**src/rtl/tick_gen_pkg.sv**
```systemverilog
// Shared constants and helpers for the multi-channel tick generator.
package tick_gen_pkg;

    localparam logic MODE_PERIODIC = 1'b0;
    localparam logic MODE_ONESHOT  = 1'b1;

    // Channel-index width, never narrower than one bit.
    function automatic int unsigned calc_ch_w(input int unsigned n_ch);
        return (n_ch > 1) ? $clog2(n_ch) : 1;
    endfunction

endpackage

```
**src/rtl/tick_channel.sv**
```systemverilog
// One tick channel: wrap counter, shadow divisor with deferred apply, one-shot done and square wave.
module tick_channel
    import tick_gen_pkg::*;
#(
    parameter int unsigned CNT_W        = 32,
    parameter int unsigned DEFAULT_TERM = 999
) (
    input  logic             origin_clk,
    input  logic             rst,
    input  logic             en,
    input  logic             restart,
    input  logic             cfg_we,
    input  logic [CNT_W-1:0] cfg_term,
    input  logic             cfg_mode,
    output logic             tick,
    output logic             sq,
    output logic             pending,
    output logic             done
);

    localparam logic [CNT_W-1:0] TermRst = CNT_W'(DEFAULT_TERM);

    logic [CNT_W-1:0] cnt_q;
    logic [CNT_W-1:0] term_q;
    logic [CNT_W-1:0] term_s_q;
    logic             mode_q;
    logic             mode_s_q;
    logic             pending_q;
    logic             done_q;
    logic             sq_q;
    logic             apply;

    assign tick  = en & ~done_q & ~rst & (cnt_q == term_q);
    // Shadow may only swap in at a wrap or while the counter is not moving.
    assign apply = pending_q & (tick | ~en | done_q);

    always_ff @(posedge origin_clk) begin
        if (rst) begin
            cnt_q     <= '0;
            term_q    <= TermRst;
            term_s_q  <= TermRst;
            mode_q    <= MODE_PERIODIC;
            mode_s_q  <= MODE_PERIODIC;
            pending_q <= 1'b0;
            done_q    <= 1'b0;
            sq_q      <= 1'b0;
        end else begin
            if (cfg_we) begin
                term_s_q <= cfg_term;
                mode_s_q <= cfg_mode;
            end
            if (restart) begin
                cnt_q  <= '0;
                done_q <= 1'b0;
                sq_q   <= 1'b0;
                if (pending_q) begin
                    term_q <= term_s_q;
                    mode_q <= mode_s_q;
                end
                // A write landing with the restart stays pending for the next opportunity.
                pending_q <= cfg_we;
            end else if (apply) begin
                term_q    <= term_s_q;
                mode_q    <= mode_s_q;
                cnt_q     <= '0;
                done_q    <= 1'b0;
                pending_q <= cfg_we;
                if (tick) begin
                    sq_q <= ~sq_q;
                end
            end else begin
                pending_q <= pending_q | cfg_we;
                if (en && !done_q) begin
                    if (cnt_q >= term_q) begin
                        cnt_q <= '0;
                        sq_q  <= ~sq_q;
                        if (mode_q == MODE_ONESHOT) begin
                            done_q <= 1'b1;
                        end
                    end else begin
                        cnt_q <= cnt_q + CNT_W'(1);
                    end
                end
            end
        end
    end

    assign sq      = sq_q;
    assign pending = pending_q;
    assign done    = done_q;

endmodule

```
**src/rtl/tick_generator.sv**
```systemverilog
// Multi-channel programmable tick generator; ticks are clock enables, never clocks.
module tick_generator
    import tick_gen_pkg::*;
#(
    parameter int unsigned N_CH         = 2,
    parameter int unsigned CNT_W        = 32,
    parameter int unsigned DEFAULT_TERM = 999,
    parameter int unsigned CH_W         = calc_ch_w(N_CH)
) (
    input  logic             origin_clk,
    input  logic             rst,
    input  logic [N_CH-1:0]  en,
    input  logic [N_CH-1:0]  restart,
    input  logic             cfg_valid,
    output logic             cfg_ready,
    input  logic [CH_W-1:0]  cfg_ch,
    input  logic [CNT_W-1:0] cfg_term,
    input  logic             cfg_mode,
    output logic [N_CH-1:0]  tick,
    output logic [N_CH-1:0]  sq,
    output logic [N_CH-1:0]  pending,
    output logic [N_CH-1:0]  done
);

    logic            ch_valid;
    logic [N_CH-1:0] cfg_we;

    assign ch_valid = (32'(cfg_ch) < N_CH);

    // Out-of-range channels always accept so a stray request never wedges the port.
    always_comb begin
        cfg_ready = 1'b1;
        if (ch_valid) begin
            cfg_ready = ~pending[cfg_ch];
        end
    end

    always_comb begin
        cfg_we = '0;
        if (cfg_valid && cfg_ready && ch_valid) begin
            cfg_we[cfg_ch] = 1'b1;
        end
    end

    for (genvar g = 0; g < N_CH; g++) begin : g_ch
        tick_channel #(
            .CNT_W        (CNT_W),
            .DEFAULT_TERM (DEFAULT_TERM)
        ) u_ch (
            .origin_clk (origin_clk),
            .rst        (rst),
            .en         (en[g]),
            .restart    (restart[g]),
            .cfg_we     (cfg_we[g]),
            .cfg_term   (cfg_term),
            .cfg_mode   (cfg_mode),
            .tick       (tick[g]),
            .sq         (sq[g]),
            .pending    (pending[g]),
            .done       (done[g])
        );
    end

endmodule

```
**config.mk**
```make
export PLATFORM = sky130hd
export DESIGN_NAME = tick_generator
export DESIGN_NICKNAME = d
export VERILOG_FILES = /design/src/rtl/tick_gen_pkg.sv /design/src/rtl/tick_channel.sv /design/src/rtl/tick_generator.sv
export SDC_FILE = /design/constraint.sdc
export NUM_CORES = 1
export LEC_CHECK = 0
export BUFFER_PORTS_ARGS = -buffer_cell sky130_fd_sc_hd__clkbuf_2
export CORE_UTILIZATION = 66
export CTS_CLUSTER_SIZE = 28
export DETAILED_ROUTE_END_ITERATION = 6
export PLACE_DENSITY = 0.95
export SYNTH_ARGS = -nofsm -noshare
export SYNTH_HDL_FRONTEND = slang
export SYNTH_SLANG_ARGS = --single-unit
```
**constraint.sdc**
```tcl
create_clock -name origin_clk -period 3.85 [get_ports origin_clk]
set_input_delay 1.155 -clock origin_clk [delete_from_list [all_inputs] [get_ports origin_clk]]
set_output_delay 1.155 -clock origin_clk [all_outputs]
set_load 0.02 [all_outputs]
```
======== Word level (Yosys, flattened, before mapping) ========
Index checks and enable logic that the tools add are counted.
storage, ports and cells
  logic and storage cells ................. 103
  input bits .............................. 41
  register bits ........................... 202
  output and inout port bits .............. 9
cells by class
  bitwise gates (word level) .............. 22
  equal/unequal tests ..................... 6
  magnitude comparators ................... 4
  add/subtract/negate cells ............... 2
  multiplexer cells ....................... 31
  reduce and logical (&&, ||, !) cells .... 22
operators with widths
  operator                 count
  $mux W32                 8
  $add A32 B1 Y32 const B  2
  $eq A32 B32 Y1           2
  $ge A32 B32 Y1           2
  $mux W1                  21
  $reduce_and A3 Y1        4
  $reduce_bool A2 Y1       6
  $and A1 B1 Y1            8
  $ne A2 B1 Y1 const B     4
  $not A1 Y1               8
  $or A1 B1 Y1             6
  $reduce_or A3 Y1         2
  $logic_and A1 B1 Y1      4
  $reduce_and A2 Y1        2
  $reduce_or A2 Y1         2
  $logic_not A1 Y1         2
  $lt A1 B2 Y1 const B     1
  $mux W2                  1
  $demux W1 S1             1
  $ge A1 B1 Y1 const B     1

======== Depth between registers and ports, before layout ========
Gate-level depths: netlist of the first run.
  depth after elaboration ................. 9
  gate-level depth with buffers ........... 10

======== By module ========
Synthesis of the first run repeated with hierarchy kept, for this count alone.
unflattened totals
  cells, all modules ...................... 1059
  area total of the unflattened synthesis .. 9666.8 um2
by module, submodules not included
  module                       area each (um2)  cells an instance  instances  seq. area each (um2)
  tick_channel (g_ch[1].u_ch)  4835.9           520                1          2021.9
  tick_channel (g_ch[0].u_ch)  4804.6           536                1          2021.9
  tick_generator               26.3             3                  1          0.0

======== Worst setup path after synthesis of the first run ========
No wires, ideal clock.
  path kind ............................... input to output
  from .................................... input rst
  to ...................................... output tick[1]
  required time ........................... 2.695 ns
  arrival time ............................ 1.912 ns
  setup slack ............................. 0.783 ns
  cell stages on the path ................. 5
  cells stage by stage .................... clkbuf_1 > clkinv_1 > nand4_1 > nor2_1 > buf_4
on the way
  longest elaborated chain between the ends .. 3
RTL lines
  element                      RTL line              RTL
  start: declaration           tick_generator.sv:11  input logic rst,
  $not A1 Y1                   tick_channel.sv:33    assign tick = en & ~done_q & ~rst & (cnt_q == term_q);
  $and A1 B1 Y1 (2 in series)  tick_channel.sv:33
  end: declaration             tick_generator.sv:19  output logic [N_CH-1:0] tick,
Every way passes these cells.

======== Final worst setup path of the first run ========
  from .................................... register g_ch[1].u_ch.cnt_q[27]
  to ...................................... output tick[1]
on the way
  longest elaborated chain between the ends .. 2
RTL lines
  element                   RTL line            RTL
  start: declaration        tick_channel.sv:23  logic [CNT_W-1:0] cnt_q;
  start signal: assignment  tick_channel.sv:81  cnt_q <= cnt_q + CNT_W'(1);
  $eq A32 B32 Y1            tick_channel.sv:33
  $and A1 B1 Y1             tick_channel.sv:33
Every way passes these cells.

==> metrics list, run 1 <==
- Worst Skew: 11.1 ps
* Synthesized area: 9710 um2
- Final worst path period need: 3500 ps
- Summing internal, switching and leakage power gives 4.65 mW.
* Total Die Area: 15,200 um2
* Peak supply drop: 0.396 mV
* Number of buffers added for setup after CTS: 0
- The startpoint identified for the worst register-to-register timing path is g_ch[1].u_ch.cnt_q[27].
* Detailed Route Iter0 Violations: 775
- Number of detailed-routing iterations run before antenna repair: 6
- Setup violations remaining at the end of the flow were counted as 0.
- Most frequently used flop master after synthesis: dfxtp_1
- Number of DRC violations after detailed routing: 0
* Number of violations of the max-capacitance limit: 0
* Residual overflow from global routing: 0
- Hold path cells: 2
- Number of nets in the final layout: 1,258
* Worst Hold Slack: 458 ps
* Vias in the first global route: 7,936
- Cell breakdown of the critical path: ha_1 -> and4_1 -> and4_1 -> nand4_1 -> nor2_1 -> clkbuf_2
- The initial utilization of the core area, before any placement, comes to 0.689.
- Entering global routing, the biggest net connects 109 pins.
* Share of synthesized flip-flops with an asynchronous set or reset: 0
* Post-synthesis cell type count: 50
- Share of total power consumed by net switching: 0.222
- Worst path slowest cell: and4_1
* Dominant delay contributor by cell family on the critical path: simple AND/OR/NAND/NOR gates
- At the placement stage, the worst setup path has a slack of 703 ps.
- CTS Buf Count: 21
* Class of the worst hold path: reg -> reg
- Of the total power, combinational logic draws 0.052.
* Worst slew slack as a fraction of its limit: 0.171
- For the worst setup path, the data required time is 2690 ps.
- Setup TNS after final layout: 0 ps
* Final Max Slew Viols: 0
* Worst R2R Setup Slack: 840 ps
* Clk slew on worst S/H paths: 60 ps
* Synth warnings: 0
- Static Leakage: 4.73 nW
- Number of enable flip-flop cells after synthesis: 0
* Psw: 1.03 mW
- Unrepaired setup endpoints after global routing: no
- Ratio of total power to cell area: 434 nW/um2
- First-pass GRT wire length: 37,300 um
- Clk network pwr share: 0.482
* H-Tree Level Count: 1
- In this run, post-CTS repair resized a total of 0 instances.
- The number of antenna diodes in the final layout is 0.
* Nature of the critical path startpoint: register
- In this design, the critical path's most frequently occurring cell is and4_1.
* Post-Synthesis Cells: 1,127
* Terminus of the critical flop-to-flop path: g_ch[1].u_ch.sq
- The path with the worst hold slack has its endpoint at g_ch[1].u_ch.mode_s_q.
* Depth of the worst register-to-register path: 7
- Initial antenna violation count: 0
* Layout cells sized above 1: 0.0970
* Root buffer cell: clkbuf_16
- Dividing the detail-routed wire length by the instance count gives 17.2 um.
- Buffers placed on the I/O ports in this run total 49.
* CP Class: reg -> out
- Mean cell area of the mapped netlist: 8.61 um2
- The internal portion of the total power is 3.62 mW.
- Area added between synthesis and finish: 10.4%
* Floorplan die width: 123 um
* Most common library cell in the layout ignoring fill and taps: nand2_1
- On the worst path, the slowest cell contributes a delay of 380 ps.
- Achievable clock frequency: 0.286 GHz
- Placeable core region: 14,100 um2
- In this run the worst path has a maximum fanout of 5.
- Final Hold Violating Endpoints: 0
- Routability-driven placement finished with a final weighted congestion of 0.866.
* Post-route ant nets: 0
* Clock tree from TritonCTS: built
* Row Count: 43
- WL final: 23,200 um
- In this run the most critical hold path is launched from g_ch[1].u_ch.mode_s_q.
* Number of top-level pins: 50
* Part of the power in registers: 0.466
- DR vias: 8,141
- Dividing the detail-routed via count by the number of cells gives 6.05.
- Post-synthesis register bit count: 202
- Critical Path End Type: output pin
* Sequential-to-total area share from yosys stat: 0.417
- Across every metal layer, demand over resource in global routing totals 0.309.
- Worst-Skew Late Latency: 500 ps
- The run finished with clean final reports.
- Once detailed placement completed, the half-perimeter wirelength came to 15,000 um.
* Commonest non-fill, non-tap cells in the layout: nand2_1, dfxtp_1, nor2_1
- Layout Utilization: 0.760
* Number of fill cells in the layout: 888
- Combined buffer and inverter count along the critical path: 1
* Number of buffers between clock root and the deepest sink: 3
- Final cycle utilization of the critical path: 0.910
- Slew @ Worst Pin: 1240 ps
* Number of sinks on the clock net: 202
* Hold buffer count at cts: 0
- Worst setup slack after layout: 348 ps
* Arrival @ worst endpoint: 2350 ps
- Counting every net in the synthesized netlist gives 1,234.
- Chip height: 123 um
cell families after synthesis:
| kind of cell | count (synthesis) | share of synthesized area |
|---|---|---|
| compound gates | 124 | 0.0799 |
| xor+xnor | 58 | 0.0523 |
| fa+ha+maj | 66 | 0.0851 |
| buf+inv | 131 | 0.0606 |
| flops | 202 | 0.417 |
| mux | 69 | 0.0712 |
| simple gates | 477 | 0.234 |
Yosys cell counts, types with 2 or more instances:
master | n | area share
or2_2 | 2 | 0.0013
nand3_1 | 43 | 0.022
nor4_4 | 3 | 0.0066
nor3_1 | 60 | 0.031
nor2_1 | 87 | 0.034
xnor2_1 | 31 | 0.028
mux2i_1 | 69 | 0.071
ha_1 | 66 | 0.085
a221oi_1 | 4 | 0.0036
and3_1 | 11 | 0.0071
a21bo_2 | 3 | 0.0031
a211o_1 | 4 | 0.0036
o2111a_1 | 2 | 0.0023
a2111oi_0 | 2 | 0.0018
nand4_2 | 4 | 0.0052
nor2b_1 | 7 | 0.0045
and4_1 | 20 | 0.018
inv_1 | 72 | 0.028
buf_4 | 14 | 0.011
nand4b_1 | 2 | 0.0018
and2_1 | 5 | 0.0032
buf_2 | 11 | 0.0057
buf_6 | 4 | 0.0046
o2111ai_1 | 3 | 0.0027
clkbuf_1 | 29 | 0.011
o21ai_0 | 6 | 0.0031
a21oi_1 | 80 | 0.041
a21o_1 | 7 | 0.0054
dfxtp_1 | 202 | 0.42
xor2_1 | 27 | 0.024
nand4_1 | 20 | 0.013
o211ai_1 | 4 | 0.0031
nand2_1 | 204 | 0.079
or3_1 | 3 | 0.0019
area by class of cell:
type | count | area, um2 | share of cell area
Clock buffer | 27 | 578 | 0.0540
Clock inverter | 10 | 181 | 0.0169
Inverter | 73 | 274 | 0.0256
Multi-Input combinational cell | 794 | 5080 | 0.474
Sequential cell | 202 | 4040 | 0.377
Tap cell | 180 | 225 | 0.0210
Timing Repair Buffer | 59 | 335 | 0.0313
through the flow:
step           area (um2)  instances
3_3_place_gp         9950       1308
2_1_floorplan        9710       1127
4_1_cts             10700       1345
6_report            10700       1345
3_5_place_dp         9950       1308
5_1_grt             10700       1345
worst reg2reg max path: stages, from the launching register on:
cell	delay [ps]
dfxtp_1	360
ha_1	340
and4_1	260
and4_1	380
nand3_1	290
o2111a_1	300
a31oi_4	730
mux2i_1	260
registers in the layout, summed over array words and instances, names as in the netlist:
| name | flops |
|---|---|
| g_ch.u_ch.cnt_q | 64 |
| g_ch.u_ch.done | 2 |
| g_ch.u_ch.mode_q | 2 |
| g_ch.u_ch.mode_s_q | 2 |
| g_ch.u_ch.pending | 2 |
| g_ch.u_ch.sq | 2 |
| g_ch.u_ch.term_q | 64 |
| g_ch.u_ch.term_s_q | 64 |
per-layer routing:
layer / vias to the layer above / routed length [um] / track usage
met4: 0 / 784 / 0.133
met3: 78 / 1710 / 0.0646
met5: - / 0 / 0
li1: 3872 / - / -
met1: 3849 / 9480 / 0.380
met2: 342 / 11200 / 0.522
power groups by stage:
stage	combinational, mW	clock [mW]	sequential (mW)
2_1_floorplan	0.164	0	2.20
6_report	0.242	2.24	2.16
4_1_cts	0.237	2.26	2.16
5_1_grt	0.263	2.32	2.17
3_3_place_gp	0.221	0	2.21
3_5_place_dp	0.230	0	2.21
how the worst max path moves through the flow:
stage / slack [ps] / start / cells past startpoint / to
global placement: 750 / rst / 5 / tick[0]
finish: 350 / g_ch[1].u_ch.cnt_q[27] / 6 / tick[1]
CTS: 380 / g_ch[0].u_ch.term_q[29] / 7 / tick[0]
floorplan: 780 / rst / 5 / tick[1]
global route: 210 / g_ch[1].u_ch.term_q[29] / 7 / tick[1]
detailed placement: 700 / rst / 5 / tick[0]
Power figures use the tool's default switching activity.
==> run 2, diff against run 1 <==
--- a/config.mk
+++ b/config.mk
@@ -6,10 +6,11 @@
 export NUM_CORES = 1
 export LEC_CHECK = 0
 export BUFFER_PORTS_ARGS = -buffer_cell sky130_fd_sc_hd__clkbuf_2
-export CORE_UTILIZATION = 66
+export CORE_UTILIZATION = 42
 export CTS_CLUSTER_SIZE = 28
 export DETAILED_ROUTE_END_ITERATION = 6
-export PLACE_DENSITY = 0.95
+export GPL_ROUTABILITY_DRIVEN = 0
+export PLACE_DENSITY = 0.68
 export SYNTH_ARGS = -nofsm -noshare
 export SYNTH_HDL_FRONTEND = slang
 export SYNTH_SLANG_ARGS = --single-unit
==> metrics list, run 2 (synthesized netlist as in run 1, its figures left out) <==
* Total Die Area: 23,700 um2
- Clock-pin slew was measured on the worst setup and hold paths at 60 ps.
- The die is 154 um wide.
- STA classifies the critical path startpoint as a register.
* Worst-Skew Late Latency: 500 ps
* Placed wire-length estimate after detailed placement: 15,000 um
* Overall Power: 4.37 mW
- Launch point of the worst reg-to-reg path: g_ch[1].u_ch.term_q[29]
* Met3 demand-to-capacity share in global routing: 0.0279
- WL final: 20,900 um
* Number of vias per cell after detailed routing: 5.24
- 0 antenna diodes ended up in the layout.
- Number of buffers added for setup after CTS: 0
- Number of nets in the final layout: 1,260
* Total global routing track utilization: 0.179
- Relative to the synthesized area, the layout overhead comes to 10.9%.
* Most common library cell in the layout ignoring fill and taps: nand2_1
* Setup TNS after final layout: 0 ps
* Final cycle utilization of the critical path: 0.902
- Number of DRC violations after detailed routing: 0
- Critical Path End Type: output pin
- For met2 alone, demand over resource in global routing was 0.281.
- Achievable clock frequency: 0.288 GHz
* Final Hold Violating Endpoints: 0
* Number of violations of the max-capacitance limit: 0
- Once layout is complete, the cells apart from fillers number 1,452.
- Row Count: 55
* Number of detailed-routing iterations run before antenna repair: 6
- Counting every sink on the clock net gives 202.
- Across all register-to-register paths, the minimum setup slack is 1080 ps.
* Required @ worst endpoint: 2690 ps
- Commonest non-fill, non-tap cells in the layout: nand2_1, dfxtp_1, nor2_1
* Ratio of total power to cell area: 406 nW/um2
* Result of the run: finished clean
* Chip height: 154 um
* Class of the worst hold path: reg -> reg
- Setup violations remaining at the end of the flow were counted as 0.
- Number of buffers between clock root and the deepest sink: 3
- DR vias: 7,607
- The first global-routing pass estimated 35,200 um of wire.
- Hold buffer count at cts: 0
- The number of global-route vias before repair was 7,229.
- GRT Max-Usage Layer: met2
- CTS Buf Count: 21
* Origin of the worst min-delay path: g_ch[0].u_ch.term_s_q[17]
- Timing startpoint of the critical path: g_ch[1].u_ch.term_q[29]
- Worst Hold Slack: 453 ps
- Clock skew on the completed layout was measured at 11.1 ps.
- The total overflow left after global routing is 0.
* Peak supply drop: 0.225 mV
- In the final layout, the registers with the most flip-flops are g_ch.u_ch.cnt_q (64), g_ch.u_ch.term_q (64), g_ch.u_ch.term_s_q (64).
- Data arrives at the worst endpoint at 2320 ps.
* Clock tree from TritonCTS: built
- Final worst path period need: 3470 ps
- Starting density of the core: 0.429
* IO Port Bufs: 49
- Pin placement for this block handled 50 I/O pins.
* M1 GR Usage: 0.254
- CTS built an H-tree with a depth of 1.
- In the final routed layout, each cell accounts on average for 14.4 um.
- Number of instances in the placed design: 1,415
- After the first detailed-routing iteration, the DRC count stood at 358.
- Static Leakage: 4.70 nW
- Once detail routing completed, the nets flagged for antenna violations numbered 0.
* Final Max Slew Viols: 0
- After clock tree synthesis, the repair step resized 0 gates.
- Entering global routing, the biggest net connects 91 pins.
* Slew @ Worst Pin: 1130 ps
- Setup repair after global routing left no endpoint under its margin.
- Layout cells sized above 1: 0.0968
* Initial antenna violation count: 0
- Worst slew slack as a fraction of its limit: 0.249
- The setup path with the least slack is of type reg -> out.
* Largest fanout on the critical path: 5
- The core region is 22,600 um2.
- Root buffer cell: clkbuf_16
run 2: cell types whose count changed in the layout (fill, tap and decap cells not counted), sizes merged:
cell	change
buf	+2
clkbuf	+7
bufinv	-5
inv	-1
clkinv	-1
run 2: power by group:
part	switching (mW)	internal, mW
sequential	0.0270	2.14
combinational	0.150	0.0822
clock	0.819	1.16
run 2: area by class of cell:
class,count,area (um2)
well taps,285,357
repair buffers,61,338
inverters,73,274
clock inverters,3,17.5
multi-input cells,794,5080
fillers,2190,11900
clock buffers,34,654
flip-flops and latches,202,4040
run 2: metrics by stage:
| stage | cell area, um2 | worst slack [ps] | util |
|---|---|---|---|
| final | 10800 | 376 | 0.475 |
| after floorplan | 9710 | 783 | - |
| after global routing | 10800 | 284 | 0.475 |
| after global placement | 10100 | 797 | 0.446 |
| after CTS | 10800 | 393 | 0.475 |
| after detailed placement | 10100 | 746 | 0.446 |
run 2: path summary, 6_finish.rpt:
check	to	cells past startpoint
setup / recovery	tick[1]	7
hold / removal	g_ch[0].u_ch.term_s_q[17]	2
hold reg to reg	g_ch[0].u_ch.term_s_q[17]	2
setup reg to reg	g_ch[1].u_ch.cnt_q[29]	9
run 2: layer usage:
metal | routed length, um | up-vias
li1 | - | 3867
met1 | 10400 | 3567
met2 | 9120 | 147
met3 | 972 | 26
met4 | 444 | 0
met5 | 0 | -
run 2: worst max-delay path, stage by stage (launching register included):
cell      delay (ps)
dfxtp_1          320
inv_1             50
ha_1             280
and4_1           280
and4_1           370
nand4_1          160
nor2_1           160
clkbuf_2         200
